==> config.mk <==
export PLATFORM = sky130hd
export DESIGN_NAME = gain_mixer_seq
export DESIGN_NICKNAME = d
export VERILOG_FILES = /design/src/rtl/gain_mixer_seq_pkg.sv /design/src/rtl/gain_mixer_seq_signed_saturate.sv /design/src/rtl/gain_mixer_seq.sv
export SDC_FILE = /design/constraint.sdc
export NUM_CORES = 1
export LEC_CHECK = 0
export CELL_PAD_IN_SITES_DETAIL_PLACEMENT = 0
export CELL_PAD_IN_SITES_GLOBAL_PLACEMENT = 1
export CORE_MARGIN = 2
export CORE_UTILIZATION = 45
export DETAILED_ROUTE_END_ITERATION = 6
export PLACE_DENSITY_LB_ADDON = 0.15
export SYNTH_ARGS = -nofsm -noshare
export SYNTH_HDL_FRONTEND = slang
export SYNTH_SLANG_ARGS = --single-unit
==> constraint.sdc <==
create_clock -name clk -period 9.9 [get_ports clk]
set_clock_uncertainty 0.1 [all_clocks]
set_input_delay 1.98 -clock clk [delete_from_list [all_inputs] [get_ports clk]]
set_output_delay 1.98 -clock clk [all_outputs]
set_load 0.05 [all_outputs]
==> src/rtl/gain_mixer_seq_pkg.sv <==
// Shared definitions for the time-multiplexed gain mixer: FSM encoding,
// accumulator sizing and the unity-gain constant.
`ifndef GAIN_MIXER_SEQ_PKG_SV
`define GAIN_MIXER_SEQ_PKG_SV
package gain_mixer_seq_pkg;

    typedef enum logic [1:0] {
        ST_IDLE   = 2'd0,
        ST_ACCUM  = 2'd1,
        ST_OUTPUT = 2'd2
    } state_e;

    // Wide enough that CHANNELS full-scale products at ~2x gain cannot overflow.
    function automatic int acc_bits_f(input int data_bits, input int gain_bits, input int channels);
        return data_bits + gain_bits + $clog2(channels) + 1;
    endfunction

    function automatic int unity_gain_f(input int gain_bits);
        return 1 << (gain_bits - 1);
    endfunction

endpackage
`endif

==> src/rtl/gain_mixer_seq_signed_saturate.sv <==
// Combinational signed clamp from IN_BITS to OUT_BITS, with an out-of-range flag
// so callers can report clipping without a second compare.
module signed_saturate #(
    parameter int IN_BITS  = 24,
    parameter int OUT_BITS = 12
) (
    input  logic [IN_BITS-1:0]  din_i,
    output logic [OUT_BITS-1:0] dout_o,
    output logic                oor_o
);
    localparam logic [OUT_BITS-1:0] MAX_VAL = {1'b0, {(OUT_BITS-1){1'b1}}};
    localparam logic [OUT_BITS-1:0] MIN_VAL = {1'b1, {(OUT_BITS-1){1'b0}}};

    // In range only when every bit above the output sign bit matches it.
    logic [IN_BITS-OUT_BITS:0] top_s;
    assign top_s = din_i[IN_BITS-1:OUT_BITS-1];

    always_comb begin
        oor_o  = !((top_s == '0) || (top_s == '1));
        dout_o = din_i[OUT_BITS-1:0];
        if (oor_o) begin
            dout_o = din_i[IN_BITS-1] ? MIN_VAL : MAX_VAL;
        end else begin
            dout_o = din_i[OUT_BITS-1:0];
        end
    end
endmodule

==> src/rtl/gain_mixer_seq.sv <==
// N-channel audio mixer: one shared MAC sums din*gain over CHANNELS clocks, then
// scales and saturates. Define MIXER_CLIP_DETECT_EN to drive the clip pulse.
module gain_mixer_seq
    import gain_mixer_seq_pkg::*;
#(
    parameter int DATA_BITS = 12,
    parameter int CHANNELS  = 8,
    parameter int GAIN_BITS = 8,
    parameter int OUT_SHIFT = $clog2(CHANNELS)
) (
    input  logic                          clk,
    input  logic                          rst,
    input  logic                          sample_strobe,
    input  logic [CHANNELS*DATA_BITS-1:0] din,
    input  logic [CHANNELS*GAIN_BITS-1:0] gain,
    output logic [DATA_BITS-1:0]          dout,
    output logic                          dout_valid,
    output logic                          busy,
    output logic                          clip
);
    localparam int ACC_BITS  = acc_bits_f(DATA_BITS, GAIN_BITS, CHANNELS);
    localparam int PROD_BITS = DATA_BITS + GAIN_BITS + 1;
    localparam int EXT_BITS  = ACC_BITS - PROD_BITS;
    localparam int IDX_BITS  = $clog2(CHANNELS);
    localparam int SHIFT     = GAIN_BITS - 1 + OUT_SHIFT;
    localparam logic [IDX_BITS-1:0] LAST_IDX = IDX_BITS'(CHANNELS - 1);

    state_e                      state_q, state_d;
    logic [DATA_BITS-1:0]        din_q  [CHANNELS];
    logic [GAIN_BITS-1:0]        gain_q [CHANNELS];
    logic signed [ACC_BITS-1:0]  acc_q, acc_d;
    logic [IDX_BITS-1:0]         idx_q, idx_d;
    logic [DATA_BITS-1:0]        dout_q, dout_d;
    logic                        valid_q, valid_d;
    logic                        clip_q, clip_d;
    logic                        busy_q, busy_d;
    logic                        load_s;
    logic signed [PROD_BITS-1:0] prod_s;
    logic signed [ACC_BITS-1:0]  scaled_s;
    logic [DATA_BITS-1:0]        sat_s;
    logic                        clip_flag_s;

    // Gain is unsigned, so widen with a zero sign bit before the signed multiply.
    assign prod_s   = $signed(din_q[idx_q]) * $signed({1'b0, gain_q[idx_q]});
    assign scaled_s = acc_q >>> SHIFT;

`ifdef MIXER_CLIP_DETECT_EN
    logic oor_s;
    signed_saturate #(.IN_BITS(ACC_BITS), .OUT_BITS(DATA_BITS)) u_sat (
        .din_i (scaled_s),
        .dout_o(sat_s),
        .oor_o (oor_s)
    );
    assign clip_flag_s = oor_s;
`else
    logic unused_oor_s;
    signed_saturate #(.IN_BITS(ACC_BITS), .OUT_BITS(DATA_BITS)) u_sat (
        .din_i (scaled_s),
        .dout_o(sat_s),
        .oor_o (unused_oor_s)
    );
    assign clip_flag_s = 1'b0;
`endif

    // Next-state, MAC and output-register logic.
    always_comb begin
        state_d = state_q;
        acc_d   = acc_q;
        idx_d   = idx_q;
        dout_d  = dout_q;
        valid_d = 1'b0;
        clip_d  = 1'b0;
        load_s  = 1'b0;
        case (state_q)
            ST_IDLE: begin
                if (sample_strobe) begin
                    load_s  = 1'b1;
                    acc_d   = '0;
                    idx_d   = '0;
                    state_d = ST_ACCUM;
                end else begin
                    state_d = ST_IDLE;
                end
            end
            ST_ACCUM: begin
                acc_d = acc_q + {{EXT_BITS{prod_s[PROD_BITS-1]}}, prod_s};
                idx_d = idx_q + IDX_BITS'(1);
                if (idx_q == LAST_IDX) begin
                    state_d = ST_OUTPUT;
                end else begin
                    state_d = ST_ACCUM;
                end
            end
            ST_OUTPUT: begin
                dout_d  = sat_s;
                valid_d = 1'b1;
                clip_d  = clip_flag_s;
                state_d = ST_IDLE;
            end
            default: begin
                state_d = ST_IDLE;
            end
        endcase
        busy_d = (state_d != ST_IDLE);
    end

    // State, accumulator and output registers.
    always_ff @(posedge clk) begin
        if (rst) begin
            state_q <= ST_IDLE;
            acc_q   <= '0;
            idx_q   <= '0;
            dout_q  <= '0;
            valid_q <= 1'b0;
            clip_q  <= 1'b0;
            busy_q  <= 1'b0;
        end else begin
            state_q <= state_d;
            acc_q   <= acc_d;
            idx_q   <= idx_d;
            dout_q  <= dout_d;
            valid_q <= valid_d;
            clip_q  <= clip_d;
            busy_q  <= busy_d;
        end
    end

    // Input snapshot; only meaningful once a mix has been accepted.
    always_ff @(posedge clk) begin
        if (load_s) begin
            for (int k = 0; k < CHANNELS; k++) begin
                din_q[k]  <= din[k*DATA_BITS +: DATA_BITS];
                gain_q[k] <= gain[k*GAIN_BITS +: GAIN_BITS];
            end
        end
    end

    assign dout       = dout_q;
    assign dout_valid = valid_q;
    assign busy       = busy_q;
    assign clip       = clip_q;
endmodule
# Word level (Yosys, flattened, before mapping)
# Memories as Yosys holds them, arrays and structs flattened. A register that Yosys moved wholly into a read port is not among the register bits.
# Index checks and enable logic that the tools add are counted.
# classes
add_sub_neg	2
n_mul	1
n_eq_ne	5
n_mux	18
reduce_logical	6
# op_table
cell	count
24-bit one-hot mux with 2 select lines	1
24-bit adder	1
12-bit 2-to-1 mux	2
24-bit 2-to-1 mux	1
12-bit by 9-bit multiplier with 21-bit output	1
3-bit 2-to-1 mux	5
13-bit equality test (second input constant)	1
13-bit zero test	1
1-bit 2-to-1 mux	6
3-bit one-hot mux with 2 select lines	1
2-bit one-hot mux with 2 select lines	1
2-bit nonzero test	2
3-bit by 1-bit adder with 3-bit output (second input constant)	1
3-bit equality test (second input constant)	1
2-bit by 1-bit equality test with 1-bit output (second input constant)	1
2-bit equality test (second input constant)	1
2-bit zero test	1
2-bit 2-to-1 mux	1
2-bit inequality test (second input constant)	1
2-bit AND reduction	1
1-bit logical OR	1
# word_totals
register_bits	43
mem_bits_rw	160
in_bits	163
output_inout_bits	15
mem_count	2
# memory_table
name	depth	width	read_ports	rd_clocked_by_memory_dff	write_ports	line	rtl
din_q	8	12	1	1	8	gain_mixer_seq.sv:29	logic [DATA_BITS-1:0] din_q [CHANNELS];
gain_q	8	8	1	1	8	gain_mixer_seq.sv:30	logic [GAIN_BITS-1:0] gain_q [CHANNELS];

# Logic depth before layout (Yosys ltp)
# depth
ltp_word	5
mapped_depth	33

# Modules after synthesis
# A second synthesis with hierarchy kept.
# unflattened
hier_cells	1027
hier_area_um2	12334.3
# modules_own_cells
module	n_inst	cells_per_inst	area_per_inst_um2	seq_area_each_um2
gain_mixer_seq	1	991	12100.4	5725.5
signed_saturate	1	36	234.0	0.0

# Worst setup path before layout
# OpenSTA, ideal clock, no wires.
# synth_timing
path_kind	flip-flop to flip-flop
start	reg with a tool-made name
end	reg acc_q[23]
setup_time_ns	0.120
t_arrival_ns	7.418
required_time_ns	9.680
slack_ns	2.262
stages_incl_launch_ff	32
path_buffers	4
period_less_slack_ns	7.638
path_cell_list	dfxtp_1 -> clkbuf_1 -> buf_2 -> buf_2 -> mux4_2 -> mux2i_1 -> nor2_1 -> fa_1 -> inv_1 -> fa_1 -> inv_1 -> fa_1 -> inv_1 -> fa_1 -> inv_1 -> ha_1 -> o21a_2 -> a2111oi_4 -> nor2_1 -> a21oi_1 -> xnor2_1 -> ha_1 -> clkbuf_1 -> a21oi_1 -> o21ai_0 -> or2_1 -> o2111ai_1 -> nand3_1 -> a41oi_1 -> xnor2_1 -> mux2i_1 -> a21oi_1
# synth_rtl
element	line	rtl
end signal: assignment	gain_mixer_seq.sv:111	acc_q <= '0;
end signal: assignment	gain_mixer_seq.sv:119	acc_q <= acc_d;
end: declaration	gain_mixer_seq.sv:31	logic signed [ACC_BITS-1:0] acc_q, acc_d;

==> metrics <==
result of the run completed; most frequent cells after synthesis sky130_fd_sc_hd__edfxtp_1, sky130_fd_sc_hd__inv_1, sky130_fd_sc_hd__nor2_1; slew at the pin closest to its max-slew limit approximately 1.1 ns; pin count of the biggest net entering global routing 94; Total Die Area between 0.02 and 0.03 mm^2; maximum capacitance violations 0; Post-synth EDFFs 160; cell types with the largest area share after synthesis sky130_fd_sc_hd__edfxtp_1, sky130_fd_sc_hd__fa_1, sky130_fd_sc_hd__dfxtp_1, sky130_fd_sc_hd__mux4_2, sky130_fd_sc_hd__ha_1; GP Congestion around 0.82; fraction of layout cells with a size suffix above 1 0.0916; number of instances in the placed design around 1500; hold violation total from the final report 0; Post-synth top flop sky130_fd_sc_hd__edfxtp_1; number of pins with negative max-slew slack in the final report 0; setup_tns 0 ns; power density of the placed cells roughly 390 mW/mm^2; latest clock arrival within the worst-skew pair 0.52 ns; clock tree from TritonCTS done; # rows 60; Syn Area/Cell between 10 and 15 um^2; core region area approximately 0.027 mm^2; Via-to-Cell Ratio around 5; CTS Root Cell sky130_fd_sc_hd__clkbuf_16; routed length per instance 16.3 um; most numerous cell in the Yosys netlist sky130_fd_sc_hd__edfxtp_1; peak supply drop approximately 0.28 mV; global-route wire length before repair between 40 and 50 mm; CTS Hold Bufs 0; buffer depth of the longest clock path 3; endpoint required time on the critical path 10.18 ns; Critical Path Source Type register; ant diodes 0; number of cells in the finished layout apart from fillers roughly 1500; arrival time reported for the critical path endpoint 8.65 ns; sum of routed wire length over all layers between 20 and 30 mm; total area of sequential cells roughly 0.0057 mm^2; HPWL after DPL 19.4 mm; netlist area before placement about 0.012 mm^2; area share of the largest cell type after synthesis 0.392; Overflow after GRT 0; area post-placement about 0.014 mm^2; total clock sinks 206; Fillers 2277; proportion of power drawn by the clock network 0.147; detailed router's first-iteration violation count just over 500; total internal power roughly 3300 uW; routed via count a little under 8000; Gate power share 0.678; multi-input combinational cell area slightly below 0.006 mm^2; setup repair after global routing missed its margin no; number of gates given a new drive strength after cts 0; sequential area share after synthesis 0.468; Vert. Die Dim ~170 um; clock-pin slew on the worst setup and hold paths 0.06 ns; total track usage 0.182; total nets after synthesis 1313; ratio of final minimum period to clock period 0.846; count of distinct cell types in the synthesized netlist 66; Min Hold Slack 0.375 ns; Synth Warn # 0; Setup crit end kind register; path category of the worst min-delay check register to register; number of top-level pins 178; count of unresolved DRC violations after routing 0; quantity of I/O buffers inserted on ports 176; post-synthesis register bit count approximately 200; Async S/R FF share, synth 0; WS Path Type register to register; number of buffers inserted to repair setup after CTS 0; residual antenna-violating net count after detailed routing 0; reported leakage power about 0.0061 uW; share of power burned in registers 0.175; count of TritonRoute iterations in the first routing pass 4; final net count roughly 1500; switching power of the nets about 2600 uW; crit-path max FO 28; die extent in x between 150 and 200 um; Yosys top cell by area sky130_fd_sc_hd__edfxtp_1; number of antenna violations at the first check in global routing 0; number of buffers inserted during clock tree synthesis 23; number of global-route vias before repair 8265; growth of design area from synthesis to finish 23.6%; cell count after synthesis 1004; number of setup violations in the final report 0; highest clock frequency the design can meet between 0.1 and 0.15 GHz; number of H-tree levels 1; clock period minus worst slack between 8 and 9 ns; Final Instance Area between 0.015 and 0.02 mm^2; relative slew slack 0.278; initial core utilization 0.457; Sw Ratio 0.439
final cells by class:
cell class / count / area share
clock inverter: 12 / 0.0114
inverter: 144 / 0.0360
clock buffer: 28 / 0.0393
tap: 341 / 0.0282
sequential: 206 / 0.378
multi-input combinational: 621 / 0.383
timing repair buffer: 190 / 0.123
sequential cells by signal, summed over array words and instances (netlist names), named ones only:
name	cells
dout	12
din_q	96
dout_valid	1
busy	1
acc_q	24
idx_q	3
state_q	2
gain_q	64
through the flow:
stage               power, uW  worst slack (ns)   util
global placement         5090              1.58  0.536
floorplan                4330              2.26      -
detailed placement       5110              1.46  0.536
finish                   5950              1.52  0.565
global route             6550             0.912  0.565
CTS                      6010              1.42  0.565
power by group through the flow:
| stage | Sequential [uW] | Combinational (uW) | Clock (uW) |
|---|---|---|---|
| 3_3_place_gp | 1060 | 4030 | 0 |
| 2_1_floorplan | 1050 | 3280 | 0 |
| 6_report | 1040 | 4040 | 875 |
| 5_1_grt | 1050 | 4560 | 935 |
| 4_1_cts | 1040 | 4060 | 901 |
| 3_5_place_dp | 1060 | 4050 | 0 |
cells by family after synthesis:
logic type | count (synthesis) | synth area share
AOI/OAI and AO/OA | 132 | 0.0695
xor gates and xnor gates | 32 | 0.0235
adders and majority gates | 146 | 0.198
buffers and inverters | 177 | 0.0585
DFF | 206 | 0.468
muxes | 65 | 0.0945
other | 1 | 0.000306
and+or+nand+nor | 245 | 0.0884
placed cells by master, fill, tap and decap left out, types with 5 or more instances in the layout:
cell type,n
sky130_fd_sc_hd__nor3_1,19
sky130_fd_sc_hd__nand2_1,64
sky130_fd_sc_hd__mux2i_1,20
sky130_fd_sc_hd__clkbuf_1,5
sky130_fd_sc_hd__o21ai_0,11
sky130_fd_sc_hd__mux4_2,40
sky130_fd_sc_hd__o21ai_1,8
sky130_fd_sc_hd__xnor2_1,21
sky130_fd_sc_hd__a21o_1,8
sky130_fd_sc_hd__mux2_2,5
sky130_fd_sc_hd__clkdlybuf4s50_1,176
sky130_fd_sc_hd__inv_1,141
sky130_fd_sc_hd__dfxtp_1,44
sky130_fd_sc_hd__edfxtp_1,160
sky130_fd_sc_hd__buf_4,14
sky130_fd_sc_hd__xor2_1,10
sky130_fd_sc_hd__a21oi_1,62
sky130_fd_sc_hd__nand3_1,20
sky130_fd_sc_hd__ha_1,67
sky130_fd_sc_hd__fa_1,79
sky130_fd_sc_hd__nor3b_1,5
sky130_fd_sc_hd__nor2_1,103
sky130_fd_sc_hd__or2_1,6
sky130_fd_sc_hd__clkbuf_16,23
path summary, 6_finish.rpt:
path | start | to | slack [ns] | cells past startpoint
min reg2reg | acc_q[0] | acc_q[0] | 0.37 | 2
max reg2reg | register | acc_q[23] | 1.52 | 26
min | acc_q[0] | acc_q[0] | 0.37 | 2
max | register | acc_q[23] | 1.52 | 26
routing by layer:
| metal | vias to the layer above | share of wire | GRT usage |
|---|---|---|---|
| li1 | 3844 | - | - |
| met1 | 3737 | 0.45 | 0.239 |
| met2 | 203 | 0.47 | 0.308 |
| met3 | 39 | 0.062 | 0.0412 |
| met4 | 0 | 0.021 | 0.0446 |
| met5 | - | 0 | 0 |
worst max-delay path, stage by stage, from the launching register on:
cell and delay (ns):
sky130_fd_sc_hd__dfxtp_2 0.96, sky130_fd_sc_hd__buf_4 0.32, sky130_fd_sc_hd__mux4_2 0.50, sky130_fd_sc_hd__mux2i_1 0.66, sky130_fd_sc_hd__nor2_1 0.14, sky130_fd_sc_hd__fa_1 0.51, sky130_fd_sc_hd__fa_1 0.55, sky130_fd_sc_hd__inv_1 0.05
sky130_fd_sc_hd__fa_1 0.47, sky130_fd_sc_hd__fa_1 0.56, sky130_fd_sc_hd__inv_1 0.04, sky130_fd_sc_hd__ha_1 0.33, sky130_fd_sc_hd__o21a_2 0.24, sky130_fd_sc_hd__a2111oi_4 0.41, sky130_fd_sc_hd__nor2_1 0.09, sky130_fd_sc_hd__a21oi_1 0.18
sky130_fd_sc_hd__xnor2_1 0.16, sky130_fd_sc_hd__ha_1 0.34, sky130_fd_sc_hd__a21oi_1 0.20, sky130_fd_sc_hd__o21ai_0 0.09, sky130_fd_sc_hd__or2_1 0.24, sky130_fd_sc_hd__o2111ai_1 0.24, sky130_fd_sc_hd__nand3_1 0.14, sky130_fd_sc_hd__a41oi_1 0.26
sky130_fd_sc_hd__xnor2_1 0.16, sky130_fd_sc_hd__mux2i_1 0.20, sky130_fd_sc_hd__a21oi_1 0.07
(Power assumes the default switching activity.)
